[src/rtl/misalign_sequencer_pkg.sv]
// Shared state encodings, access-size codes and the latched-request bundle
// for the misaligned-access sequencer. Option: MISALIGN_TRAP_EN (in top).
package misalign_sequencer_pkg;

   localparam logic [1:0] DM_NONE  = 2'b00;
   localparam logic [1:0] DM_BYTE  = 2'b01;
   localparam logic [1:0] DM_HWORD = 2'b10;
   localparam logic [1:0] DM_WORD  = 2'b11;

   typedef enum logic [1:0] {
      SEQ_IDLE  = 2'b00,
      SEQ_SPLIT = 2'b01,
      SEQ_DONE  = 2'b10
   } seq_state_e;

   typedef struct packed {
      logic [31:0] addr;
      logic [31:0] wdata;
      logic [1:0]  size;
      logic        write;
      logic        ext;
   } seq_req_t;

   function automatic logic is_misaligned(
      input logic [1:0] size,
      input logic [1:0] lsb
   );
      logic mis;
      case (size)
         DM_HWORD: mis = lsb[0];
         DM_WORD:  mis = |lsb;
         default:  mis = 1'b0;
      endcase
      return mis;
   endfunction

   // Index of the final byte beat: N-1 for the latched size.
   function automatic logic [1:0] last_idx(input logic [1:0] size);
      return (size == DM_WORD) ? 2'd3 : 2'd1;
   endfunction

endpackage

[src/rtl/seq_byte_merge.sv]
// Merges the 4-byte capture buffer into one load result, applying
// halfword extension; store completions return zero.
module seq_byte_merge
   import misalign_sequencer_pkg::*;
(
   input  logic [31:0] bytes_i,
   input  logic [1:0]  size_i,
   input  logic        ext_i,
   input  logic        write_i,
   output logic [31:0] rdata_o
);

   logic sign;

   assign sign = ext_i & bytes_i[15];

   always_comb begin
      rdata_o = '0;
      if (!write_i) begin
         case (size_i)
            DM_HWORD: rdata_o = {{16{sign}}, bytes_i[15:0]};
            DM_WORD:  rdata_o = bytes_i;
            default:  rdata_o = '0;
         endcase
      end
   end

endmodule

[src/rtl/misalign_sequencer.sv]
// Memory-stage front end: aligned accesses pass through, misaligned ones are
// split into byte beats. MISALIGN_TRAP_EN replaces splitting with a trap.
module misalign_sequencer
   import misalign_sequencer_pkg::*;
#(
   parameter int XLEN = 32
) (
   input  logic            clk,
   input  logic            rst,
   input  logic            req_valid,
   input  logic [XLEN-1:0] req_addr,
   input  logic [XLEN-1:0] req_wdata,
   input  logic [1:0]      req_write_status,
   input  logic [1:0]      req_read_status,
   input  logic            req_load_unsigned,
   output logic            stall,
   output logic            resp_valid,
   output logic [XLEN-1:0] resp_rdata,
   output logic [XLEN-1:0] mem_addr,
   output logic [XLEN-1:0] mem_wdata,
   output logic [1:0]      mem_write_status,
   output logic [1:0]      mem_read_status,
   output logic            mem_load_unsigned,
`ifdef MISALIGN_TRAP_EN
   output logic            misalign_trap,
`endif
   input  logic [XLEN-1:0] mem_rdata
);

   seq_state_e      state_q, state_d;
   logic [1:0]      idx_q, idx_d;
   logic [XLEN-1:0] buf_q, buf_d;
   seq_req_t        lat_q, lat_d;

   logic            wr_req, rd_req, mis, last, resp_v;
   logic [1:0]      req_size;
   logic [7:0]      wbyte;
   logic [XLEN-1:0] merged;

   // A write wins over a simultaneous read.
   assign wr_req   = |req_write_status;
   assign rd_req   = |req_read_status;
   assign req_size = wr_req ? req_write_status : req_read_status;
   assign mis      = req_valid & is_misaligned(req_size, req_addr[1:0]);
   assign last     = (idx_q == last_idx(lat_q.size));
   assign wbyte    = lat_q.wdata[{idx_q, 3'b000} +: 8];

   seq_byte_merge u_merge (
      .bytes_i (buf_q),
      .size_i  (lat_q.size),
      .ext_i   (lat_q.ext),
      .write_i (lat_q.write),
      .rdata_o (merged)
   );

   always_comb begin
      state_d           = state_q;
      idx_d             = idx_q;
      buf_d             = buf_q;
      lat_d             = lat_q;
      mem_addr          = req_addr;
      mem_wdata         = req_wdata;
      mem_write_status  = req_write_status;
      mem_read_status   = req_read_status;
      mem_load_unsigned = req_load_unsigned;
      stall             = 1'b0;
      resp_v            = 1'b0;
      resp_rdata        = mem_rdata;
`ifdef MISALIGN_TRAP_EN
      misalign_trap     = 1'b0;
`endif
      unique case (state_q)
         SEQ_IDLE: begin
            if (mis) begin
               mem_write_status = DM_NONE;
               mem_read_status  = DM_NONE;
`ifdef MISALIGN_TRAP_EN
               misalign_trap    = 1'b1;
`else
               stall   = 1'b1;
               lat_d   = '{addr:  req_addr,
                           wdata: req_wdata,
                           size:  req_size,
                           write: wr_req,
                           ext:   req_load_unsigned};
               idx_d   = 2'd0;
               buf_d   = '0;
               state_d = SEQ_SPLIT;
`endif
            end else begin
               resp_v = req_valid & (wr_req | rd_req);
            end
         end
         SEQ_SPLIT: begin
            stall             = 1'b1;
            mem_addr          = lat_q.addr + XLEN'(idx_q);
            mem_wdata         = {{(XLEN-8){1'b0}}, wbyte};
            mem_write_status  = lat_q.write ? DM_BYTE : DM_NONE;
            mem_read_status   = lat_q.write ? DM_NONE : DM_BYTE;
            mem_load_unsigned = 1'b0;
            if (!lat_q.write) begin
               buf_d[{idx_q, 3'b000} +: 8] = mem_rdata[7:0];
            end
            idx_d = idx_q + 2'd1;
            if (last) begin
               state_d = SEQ_DONE;
            end
         end
         SEQ_DONE: begin
            mem_addr         = lat_q.addr;
            mem_wdata        = lat_q.wdata;
            mem_write_status = DM_NONE;
            mem_read_status  = DM_NONE;
            resp_v           = 1'b1;
            resp_rdata       = merged;
            state_d          = SEQ_IDLE;
         end
         default: begin
            state_d = SEQ_IDLE;
         end
      endcase
   end

   assign resp_valid = resp_v & ~rst;

   always_ff @(posedge clk or posedge rst) begin
      if (rst) begin
         state_q <= SEQ_IDLE;
         idx_q   <= '0;
         buf_q   <= '0;
         lat_q   <= '0;
      end else begin
         state_q <= state_d;
         idx_q   <= idx_d;
         buf_q   <= buf_d;
         lat_q   <= lat_d;
      end
   end

endmodule

[config.mk]
export PLATFORM = sky130hd
export DESIGN_NAME = misalign_sequencer
export DESIGN_NICKNAME = d
export VERILOG_FILES = /design/src/rtl/misalign_sequencer_pkg.sv /design/src/rtl/seq_byte_merge.sv /design/src/rtl/misalign_sequencer.sv
export SDC_FILE = /design/constraint.sdc
export NUM_CORES = 1
export LEC_CHECK = 0
export BUFFER_PORTS_ARGS = -buffer_cell sky130_fd_sc_hd__buf_2
export CORE_MARGIN = 5
export CORE_UTILIZATION = 35
export DETAILED_ROUTE_END_ITERATION = 16
export PLACE_DENSITY = 0.65
export SLEW_MARGIN = 15
export SYNTH_ARGS = -nofsm -noshare
export SYNTH_HDL_FRONTEND = slang
export SYNTH_SLANG_ARGS = --single-unit
export TNS_END_PERCENT = 5
[constraint.sdc]
create_clock -name clk -period 5.2 [get_ports clk]
set_input_delay 1.3 -clock clk [delete_from_list [all_inputs] [get_ports clk]]
set_output_delay 1.3 -clock clk [all_outputs]
set_load 0.05 [all_outputs]
==> impl_metrics.yaml <==
outcome:
  status: "completed"
yosys:
  synth_xor_area_share_pct: 2.625
  synthTopCellsByArea: "dfrtp_1 39%, mux2_2 6.8%, o21ai_0 6.5%, a22o_1 4.2%, nand2_1 4.1%"
  synth-compound-area-share_pct: 24.06
  synth.largest_area_cell: "dfrtp_1"
  synth_top_family_by_area: "compound AO/OA/AOI/OAI gates"
  synth_enable_flop_cells: 0
  synth_cell_types: 59
  ys_ff_latch: 104
  synth_mux_area_share_pct: 9.451
  yosysSeqAreaShare_pct: 39.00
  yosys_warnings: 0
  syn_nets: 863
  synthFlopType: "dfrtp_1"
  synthAdderAreaFrac_pct: 2.175
  syn_area_per_cell_sq_um: 8.921
  synth_top_area_share_pct: 39.00
  async_reset_ff_share_pct: 100.0
  synth_cells: 748
  synth-simple-area-share_pct: 14.98
  synth_area_sq_um: 6673
clock_tree:
  holdBufCountCts: 0
  cts-root-buf: "clkbuf_16"
  post_cts_resized: 0
  cts_tree: "built"
  clk_latency_ns: 0.36
  post_cts_buffers: 0
  clk_pin_slew_ns: 0.08
  cts_buffers: 9
  cts_num_sinks: 104
  htree_levels: 3
  cts_buffer_depth: 2
sta:
  fin_setup_tns_ns: 0
  slew_viol_final: 0
  fmaxAchievable_mhz: 236.3
  slew_headroom_pct: 35.85
  post-route-period-util_pct: 81.40
  finalHoldViolCount: 0
  fin_skew_ns: 0.01219
  hold_ws_ns: 0.5012
  worstMarginPinSlew_ns: 0.9623
  fin_crit_ns: 4.233
  setup-violations-final: 0
  rsz0062_at_grt: "no"
pwr:
  power_per_cell_area_nw_per_um2: 709.2
  power.leakage_nw: 3.911
  p_total_w: 0.005774
  ir_drop_mv: 0.4836
floorplan:
  ios: 207
  coreArea_sq_um: 18770
  dieArea_sq_um: 21930
  start_util_pct: 35.55
  rows: 50
  die_h_um: 148.1
  die_w_um: 148.1
worst_setup_path:
  cp.arrival_ns: 2.93
  crit_path_end_kind: "output port"
  crit_buf_inv: 3
  start_kind: "flop"
  slowest_stage: "buf_4"
  cp_num_cells: 6
  crit_fanout: 82
  cp_cell_sequence: "inv_1 > ha_2 > buf_4 > nand3_1 > o22ai_1 > buf_2"
  path_delay_family: "buffers and inverters"
  worstPathRequired_ns: 3.90
  critical_path_class: "flop to output port"
  slowest_delay_ns: 0.64
  r2r_cells: 6
drt:
  top_layer: "met5"
  wl_per_cell_um: 17.87
  drtPass1Iterations: 5
  m1WireLength_mm: 9.262
  drt.antenna.violating_nets: 0
  initialDrtViolationCount: 269
  dr_wl_met2_mm: 9.763
  vias: 6209
  drc_errors: 0
  met3_length_mm: 1.368
  wl_mm: 20.67
  vias_per_cell: 5.366
cells_and_area:
  n_antenna_cell: 0
  design_area_sq_um: 8142
  drive_above_1_share_pct: 32.50
  nNetsFinal: 1033
  final_util_pct: 43.38
  syn2layout_area_growth_pct: 22.01
global_routing:
  grt_max_degree: 83
  grt_use_total_pct: 18.65
  grt_overflow: 0
  antenna_found_initial: 1
  grt_pass1_wl_mm: 32.93
  grt_pass1_vias: 6091
placed_design:
  dp_hpwl_mm: 14.66
  place_area_sq_um: 7844
  gp_congestion: 0.7987
  io_buffers: 206
run:
  maxCapViolCount: 0
hold_path:
  min_path_type: "flop to flop"
  hold_depth: 1
-- cell type report --
| class | count | area, sq um |
|---|---|---|
| clock inverters | 7 | 72.57 |
| repair buffers | 217 | 1114 |
| inverters | 70 | 265.3 |
| multi-input cells | 516 | 3570 |
| clock buffers | 9 | 225.2 |
| well taps | 234 | 292.8 |
| flip-flops and latches | 104 | 2603 |
| fillers | 1903 | 10630 |
-- power breakdown --
group | internal (W) | switching (W) | total [W]
logic | 0.000983 | 0.00269 | 0.00367
registers | 0.00109 | 0.000324 | 0.00141
clock network | 0.000341 | 0.000350 | 0.000691
-- routing by layer --
| metal | vias up | track usage (%) |
|---|---|---|
| met5 | - | 0 |
| li1 | 3056 | - |
| met4 | 2 | 4.527 |
| met3 | 22 | 3.900 |
| met2 | 213 | 30.90 |
| met1 | 2916 | 25.15 |
-- worst register-to-register path, stage by stage, from the launching register on --
cell      delay [ns]
dfrtp_1         0.41
inv_1           0.11
ha_2            0.42
o211ai_1        0.25
a21oi_4         0.64
buf_4           0.45
mux2_2          0.39
-- logic make-up (layout without fill, tap and decap cells) --
kind of cell / count (synthesis) / count (layout)
multiplexers: 48 / 48
AO/OA/AOI/OAI: 243 / 243
AND/OR/NAND/NOR: 194 / 194
adder cells (fa/ha/maj): 11 / 11
XOR/XNOR: 20 / 20
flip-flops: 104 / 104
buffers and inverters: 128 / 303
-- synth_stat cells (3+ instances only) --
library cell	n
a21o_1	8
a21oi_1	39
a221o_1	8
a221oi_1	3
a22o_1	32
a22oi_1	12
a31oi_1	9
and2_1	3
and3_1	24
and4_1	4
buf_1	4
buf_2	11
buf_4	5
clkbuf_1	37
dfrtp_1	104
ha_1	10
inv_1	69
mux2_2	40
mux4_2	8
nand2_1	73
nand3_1	34
nand4_1	10
nor2_1	19
nor2b_1	5
nor3_1	6
o21ai_0	87
o21ai_1	3
o22ai_1	17
o311ai_0	4
or4_1	3
xnor2_1	10
xor2_1	10
-- placed cells by master (no fill, tap or decap), drive strengths merged, types with 10 or more instances in the layout --
cell / netlist / routed
nand3: 35 / 35
and3: 24 / 24
mux2: 40 / 40
o21ai: 91 / 91
xnor2: 10 / 10
a22oi: 12 / 12
o22ai: 17 / 17
nand4: 11 / 11
buf: 20 / 217
xor2: 10 / 10
ha: 10 / 10
dfrtp: 104 / 104
nand2: 74 / 74
a21oi: 41 / 41
nor2: 19 / 19
inv: 70 / 74
a22o: 32 / 32
-- flip-flops by register name, summed over array words and instances, names as in the netlist --
signal and cells:
buf_q 32, lat_q 68, state_q 2, idx_q 2
-- through the flow --
| stage | instances | worst slack (ns) |
|---|---|---|
| 3_5_place_dp | 1141 | 1.234 |
| 2_1_floorplan | 748 | 0.6206 |
| 4_1_cts | 1157 | 0.8916 |
| 5_1_grt | 1157 | 0.6512 |
| 3_3_place_gp | 1141 | 1.271 |
| 6_report | 1157 | 0.9674 |
-- path summary, 6_finish.rpt --
check	start	to	slack, ns
worst max-delay path	state_q[0]	resp_rdata[30]	0.97
worst min-delay path	buf_q[14]	buf_q[14]	0.50
worst max register to register	state_q[0]	lat_q[53]	2.42
worst min register to register	buf_q[14]	buf_q[14]	0.50
max in group asynchronous	rst	lat_q[10]	3.05
min in group asynchronous	rst	lat_q[1]	1.17
Power figures use the tool's default switching activity.
